<file path="src/rtl/trace_stimulus_player.sv">
// Replays a stored trace of timed events onto monitor input/new_input pairs as one-cycle pulses.
// Optional macro TRACE_PLAYER_LOOP_EN adds a 'loop' input for continuous replay of the trace.
module trace_stimulus_player #(
    parameter int NUM_INPUTS  = 2,
    parameter int DATA_WIDTH  = 64,
    parameter int DEPTH       = 16,
    parameter int DELTA_WIDTH = 16,
    parameter int ADDR_WIDTH  = 4
) (
    input  logic                             clk,
    input  logic                             rst,
    input  logic                             en,
    input  logic                             wr_en,
    input  logic [ADDR_WIDTH-1:0]            wr_addr,
    input  logic [DELTA_WIDTH-1:0]           wr_delta,
    input  logic [NUM_INPUTS-1:0]            wr_mask,
    input  logic [NUM_INPUTS*DATA_WIDTH-1:0] wr_values,
    input  logic [ADDR_WIDTH:0]              num_entries,
`ifdef TRACE_PLAYER_LOOP_EN
    input  logic                             loop,
`endif
    input  logic                             start,
    input  logic                             abort,
    output logic [NUM_INPUTS*DATA_WIDTH-1:0] input_values,
    output logic [NUM_INPUTS-1:0]            new_inputs,
    output logic                             busy,
    output logic                             done,
    output logic [ADDR_WIDTH:0]              event_count,
    output logic                             wr_drop
);

    localparam logic [1:0] S_IDLE  = 2'd0;
    localparam logic [1:0] S_WAIT  = 2'd1;
    localparam logic [1:0] S_FIRE  = 2'd2;
    localparam logic [1:0] S_CLEAR = 2'd3;

    localparam logic [ADDR_WIDTH:0] DEPTH_L = (ADDR_WIDTH+1)'(DEPTH);
    localparam logic [ADDR_WIDTH:0] CNT_MAX = '1;

    logic [DELTA_WIDTH-1:0]           r_mem_delta  [DEPTH];
    logic [NUM_INPUTS-1:0]            r_mem_mask   [DEPTH];
    logic [NUM_INPUTS*DATA_WIDTH-1:0] r_mem_values [DEPTH];

    logic [1:0]                       r_state;
    logic [ADDR_WIDTH-1:0]            r_idx;
    logic [ADDR_WIDTH:0]              r_len;
    logic [DELTA_WIDTH-1:0]           r_cnt;
    logic [NUM_INPUTS*DATA_WIDTH-1:0] r_values;
    logic [NUM_INPUTS-1:0]            r_new;
    logic                             r_busy;
    logic                             r_done;
    logic [ADDR_WIDTH:0]              r_event_count;
    logic                             r_wr_drop;

    logic                             w_wr_ok;
    logic                             w_last;
    logic [ADDR_WIDTH-1:0]            w_next_idx;
    logic [ADDR_WIDTH-1:0]            w_rd_addr;
    logic                             w_fwd;
    logic [DELTA_WIDTH-1:0]           w_rd_delta;
    logic [NUM_INPUTS-1:0]            w_rd_mask;
    logic [NUM_INPUTS*DATA_WIDTH-1:0] w_rd_values;
    logic [NUM_INPUTS*DATA_WIDTH-1:0] w_fire_values;
    logic [ADDR_WIDTH:0]              w_len_clamped;
    logic [ADDR_WIDTH:0]              w_count_inc;
    logic                             w_loop;

`ifdef TRACE_PLAYER_LOOP_EN
    logic r_loop;
    assign w_loop = r_loop;

    always_ff @(posedge clk) begin
        if (rst)
            r_loop <= 1'b0;
        else if (en && r_state == S_IDLE && start && !abort)
            r_loop <= loop;
    end
`else
    assign w_loop = 1'b0;
`endif

    assign w_wr_ok       = wr_en && (r_state == S_IDLE) && ({1'b0, wr_addr} < DEPTH_L);
    assign w_last        = ({1'b0, r_idx} + (ADDR_WIDTH+1)'(1)) == r_len;
    assign w_next_idx    = w_last ? '0 : r_idx + ADDR_WIDTH'(1);
    assign w_len_clamped = (num_entries > DEPTH_L) ? DEPTH_L : num_entries;
    assign w_count_inc   = (w_loop || r_event_count != CNT_MAX) ? r_event_count + (ADDR_WIDTH+1)'(1)
                                                                : r_event_count;

    // The entry about to be scheduled is read combinationally, with a bypass for a same-cycle
    // write, so a zero-delay entry can fire on the very next cycle.
    always_comb begin
        w_rd_addr = r_idx;
        if (r_state == S_IDLE)
            w_rd_addr = '0;
        else if (r_state == S_CLEAR)
            w_rd_addr = w_next_idx;
        w_fwd       = w_wr_ok && (wr_addr == w_rd_addr);
        w_rd_delta  = w_fwd ? wr_delta  : r_mem_delta[w_rd_addr];
        w_rd_mask   = w_fwd ? wr_mask   : r_mem_mask[w_rd_addr];
        w_rd_values = w_fwd ? wr_values : r_mem_values[w_rd_addr];
        w_fire_values = '0;
        for (int i = 0; i < NUM_INPUTS; i++)
            if (w_rd_mask[i])
                w_fire_values[i*DATA_WIDTH +: DATA_WIDTH] = w_rd_values[i*DATA_WIDTH +: DATA_WIDTH];
    end

    always_ff @(posedge clk) begin
        if (!rst && en && w_wr_ok) begin
            r_mem_delta[wr_addr]  <= wr_delta;
            r_mem_mask[wr_addr]   <= wr_mask;
            r_mem_values[wr_addr] <= wr_values;
        end
    end

    always_ff @(posedge clk) begin
        if (rst) begin
            r_state       <= S_IDLE;
            r_idx         <= '0;
            r_len         <= '0;
            r_cnt         <= '0;
            r_values      <= '0;
            r_new         <= '0;
            r_busy        <= 1'b0;
            r_done        <= 1'b0;
            r_event_count <= '0;
            r_wr_drop     <= 1'b0;
        end else if (en) begin
            r_done    <= 1'b0;
            r_wr_drop <= wr_en && !w_wr_ok;
            case (r_state)
                S_IDLE: begin
                    if (start && !abort) begin
                        r_event_count <= '0;
                        r_len         <= w_len_clamped;
                        r_idx         <= '0;
                        if (w_len_clamped == '0) begin
                            r_done <= 1'b1;
                        end else begin
                            r_busy <= 1'b1;
                            if (w_rd_delta == '0) begin
                                r_state       <= S_FIRE;
                                r_new         <= w_rd_mask;
                                r_values      <= w_fire_values;
                                r_event_count <= (ADDR_WIDTH+1)'(1);
                            end else begin
                                r_state <= S_WAIT;
                                r_cnt   <= w_rd_delta - DELTA_WIDTH'(1);
                            end
                        end
                    end
                end
                S_WAIT: begin
                    if (abort) begin
                        r_state <= S_IDLE;
                        r_busy  <= 1'b0;
                    end else if (r_cnt == '0) begin
                        r_state       <= S_FIRE;
                        r_new         <= w_rd_mask;
                        r_values      <= w_fire_values;
                        r_event_count <= w_count_inc;
                    end else begin
                        r_cnt <= r_cnt - DELTA_WIDTH'(1);
                    end
                end
                S_FIRE: begin
                    r_new    <= '0;
                    r_values <= '0;
                    if (abort) begin
                        r_state <= S_IDLE;
                        r_busy  <= 1'b0;
                    end else begin
                        r_state <= S_CLEAR;
                        r_done  <= w_last;
                    end
                end
                default: begin
                    if (abort || (w_last && !w_loop)) begin
                        r_state <= S_IDLE;
                        r_busy  <= 1'b0;
                    end else begin
                        r_idx <= w_next_idx;
                        if (w_rd_delta == '0) begin
                            r_state       <= S_FIRE;
                            r_new         <= w_rd_mask;
                            r_values      <= w_fire_values;
                            r_event_count <= w_count_inc;
                        end else begin
                            r_state <= S_WAIT;
                            r_cnt   <= w_rd_delta - DELTA_WIDTH'(1);
                        end
                    end
                end
            endcase
        end
    end

    assign input_values = r_values;
    assign new_inputs   = r_new;
    assign busy         = r_busy;
    assign done         = r_done;
    assign event_count  = r_event_count;
    assign wr_drop      = r_wr_drop;

endmodule
</file>
<file path="config.mk">
export PLATFORM = sky130hd
export DESIGN_NAME = trace_stimulus_player
export DESIGN_NICKNAME = d
export VERILOG_FILES = /design/src/rtl/trace_stimulus_player.sv
export SDC_FILE = /design/constraint.sdc
export NUM_CORES = 2
export LEC_CHECK = 0
export ABC_AREA = 0
export CAP_MARGIN = 20
export CORE_MARGIN = 3
export CORE_UTILIZATION = 45
export DETAILED_ROUTE_END_ITERATION = 8
export DONT_BUFFER_PORTS = 1
export GPL_TIMING_DRIVEN = 1
export PLACE_DENSITY = 0.6
export SYNTH_ARGS = -nofsm -noshare
export SYNTH_HDL_FRONTEND = slang
export SYNTH_SLANG_ARGS = --single-unit
export TNS_END_PERCENT = 1
</file>
<file path="constraint.sdc">
create_clock -name clk -period 10.85 [get_ports clk]
set_input_delay 0 -clock clk [delete_from_list [all_inputs] [get_ports clk]]
set_output_delay 0 -clock clk [all_outputs]
set_load 0.03 [all_outputs]
</file>
==> reports/results.txt <==
Status: complete, no violations
Synth Area in Simple Gates: 17.0%
Worst path cell trace: ha_1 -> xnor2_1 -> a211oi_2 -> o2111ai_2 -> nand2_8 -> buf_4 -> a211oi_1 -> or4_1 -> nor3_1 -> o2111ai_2 -> dlygate4sd3_1 -> o31ai_1 -> dlygate4sd3_1 -> buf_4 -> nand2_1 -> a21oi_1 -> dlygate4sd3_1
Setup violations, final: 0
Met3 routed wirelength: 28.0 mm
Drt wl/cell: 26.4 um
Setup TNS: 0 ps
Register bit total from synthesis: 2501
Crit path top cell by count: dlygate4sd3_1
WS Path Type: flop to flop
RSZ-0062 raised after global routing: no
Clock Skew: 64.8 ps
Die Y: 484 um
WL met2: 141 mm
Adder-Cell Fraction of Synth Area: 0.119%
Hold Crit Depth: 1
Slew HR: 15.1%
Count of input and output buffers: 0
Worst VDD drop: 0.000115 V
Leakage power total: 0.0394 uW
Vias: 70500
Vias in the first global route: 67100
Family with the most delay on the worst path: buffers and inverters
Fin. max-slew vios: 0
Register-to-Register Path Depth: 17
Fin crit period: 8080 ps
Total congestion overflow: 0
Pin count of the biggest net entering global routing: 204
Fmax: 0.124 GHz
First-pass GRT wire length: 447 mm
Setup ws final: 2770 ps
Pre-Repair DR Iteration Count: 8
CP Capture Type: flop
Initial DRC count: 8728
M1 WL: 127 mm
Synth Flop Type: edfxtp_1
Ratio of cells with drive above 1 in the final layout: 8.16%
Data arrival, critical path: 8960 ps
Post CTS Setup Buffer Count: 0
DR vias/cell: 6.06
GRT Util Overall: 25.3%
Hold/Removal Path Class: input pin to flop
CTS tree: yes
Crit start category: flop
Final wirelength: 306 mm
Crit path max fanout: 91
Least-Margin Pin Slew: 1270 ps
Initial antenna violation count: 46
CTS Sinks: 2501
HPWL Detailed: 147 mm
Post-Synthesis Mean Instance Area: 12.2 um2
Clk Tree Root Cell: clkbuf_16
Rows: 174
Max Root-Sink Buffers: 4
Reg clk slew, reported paths: 60 ps
Synthesized Nets: 8557
Pwr/cell area: 178 nW/um2
Final hold violations: 0
Xor and xnor fraction of the mapped netlist area: 0.141%
Non-filler cells, final: 11600
NumNets Final: 8583
Number of max-cap violations: 0
Highest cell delay on the worst timing path: 850 ps
Die Width: 484 um
Period utilization: 74.4%
Pre-CTS setup slack: 3270 ps
Worst path slowest cell: buf_4
Fraction of the mapped netlist area in compound gates: 8.59%
Initial Util: 45.4%
# fillers: 19200
Number of distinct library cells after synthesis: 91
IO Count: 299
Critical path required time: 11730 ps
Core area: 226000 um2
Max layer used: met5
Synthesized instance count: 8387
Yosys Warn Count: 0
Post-Syn Area: 103000 um2
H-tree depth: 5
Final ANT Viol Nets: 0
Seq/Total Area, Yosys: 71.5%
TritonCTS buffer count: 281
Clk Latency, worst-skew pair: 940 ps
Post-synthesis mux area share: 0.178%
Post-cts sizing count: 0
Die Area: 234000 um2
Drt drc: 0
Dpl cells: 10900
Placer congestion estimate: 0.900
Post-synth EDFFs: 2336
Post-synth ARST share: 0%
Instance count on the critical path: 17
Hold Buf Count CTS: 210
Largest family of logic cells by synthesized area: simple AND/OR/NAND/NOR gates
Synthesis-to-layout area growth: 13.3%
Buf/Inv on CP: 5
==> layout make-up <==
cell class | instances | area, um2 | area share [%]
Sequential cell | 2501 | 73500 | 63.1
Multi-Input combinational cell | 5252 | 27000 | 23.2
Timing Repair Buffer | 354 | 3450 | 2.97
Inverter | 23 | 86.3 | 0.0742
Clock buffer | 373 | 7700 | 6.61
Tap cell | 2992 | 3740 | 3.22
Antenna cell | 27 | 67.6 | 0.0580
Clock inverter | 101 | 942 | 0.809
==> per-stage QoR <==
step,cell area [um2],total power (uW),hold WS [ps],utilization (%)
2_1_floorplan,103000,11400,98.9,-
3_3_place_gp,105000,11600,75.7,46.7
3_5_place_dp,106000,11600,76.3,46.7
4_1_cts,116000,20800,0.924,51.4
5_1_grt,116000,21300,50.1,51.5
6_report,116000,20700,77.1,51.5
==> cells by family after synthesis <==
family,Yosys count
multiplexers,18
AO/OA/AOI/OAI,1226
flip-flops,2501
adder cells (fa/ha/maj),10
AND/OR/NAND/NOR,3984
XOR/XNOR,14
buffers and inverters,634
==> cells in the final DEF, fill, tap and decap left out, drive strengths merged, types with 131 or more instances in the layout <==
master	instances
nand2	2188
edfxtp	2336
a31o	132
dfxtp	165
o2bb2ai	131
clkbuf	373
nand3	1097
nor2	258
dlygate4sd3	209
a21oi	226
a211oi	149
and3	270
a31oi	145
buf	145
==> layer usage <==
| layer | GRT usage (%) | vias to the layer above |
|---|---|---|
| met5 | 0 | - |
| met1 | 35.2 | 35100 |
| met4 | 8.20 | 16 |
| met2 | 39.8 | 3448 |
| li1 | - | 31200 |
| met3 | 5.26 | 672 |
==> power breakdown <==
group | leakage [uW] | total (uW) | internal (uW) | switching [uW]
Combinational | 0.0128 | 965 | 286 | 679
Clock | 0.00423 | 9080 | 5390 | 3690
Sequential | 0.0223 | 10600 | 10600 | 53.7
==> flip-flops by register name, indices dropped and copies added (netlist names), 2 cells and up <==
register	flops
event_count	5
input_values	128
new_inputs	2
r_cnt	16
r_idx	4
r_len	5
r_mem_delta	256
r_mem_mask	32
r_mem_values	2048
r_state	2
==> worst reg2reg max path: stages, from the launching register on <==
cell and delay (ps):
dfxtp_4 690, ha_1 480, xnor2_1 170, a211oi_2 720
o2111ai_2 560, nand2_8 790, buf_4 880, a211oi_1 220
or4_1 540, nor3_1 250, o2111ai_2 260, dlygate4sd3_1 690
o31ai_1 200, dlygate4sd3_1 580, buf_4 220, nand2_1 80
a21oi_1 130, dlygate4sd3_1 590
==> synth_stat cells, types with 34 or more instances <==
library cell,number,area (um2)
a211oi_1,147,1100
a21oi_1,226,1130
a22oi_1,34,255
a31o_2,132,1160
a31oi_1,145,907
and3_1,270,1690
buf_1,42,158
clkbuf_1,524,1970
dfxtp_1,165,3300
edfxtp_1,2336,70100
nand2_1,2187,8210
nand3_1,1097,5490
nor2_1,257,965
nor3_1,41,205
o211ai_1,38,285
o21ai_0,90,450
o22ai_1,73,457
o2bb2ai_1,131,1150
==> path summary, 6_finish.rpt <==
| check | slack [ps] | start | to |
|---|---|---|---|
| max | 2770 | r_idx[0] | r_cnt[7] |
| min | 80 | wr_values[109] | r_mem_values[9][109] |
| max reg2reg | 2770 | r_idx[0] | r_cnt[7] |
| min reg2reg | 510 | r_cnt[10] | r_cnt[10] |
No activity file was read; power rests on OpenSTA's default activity.
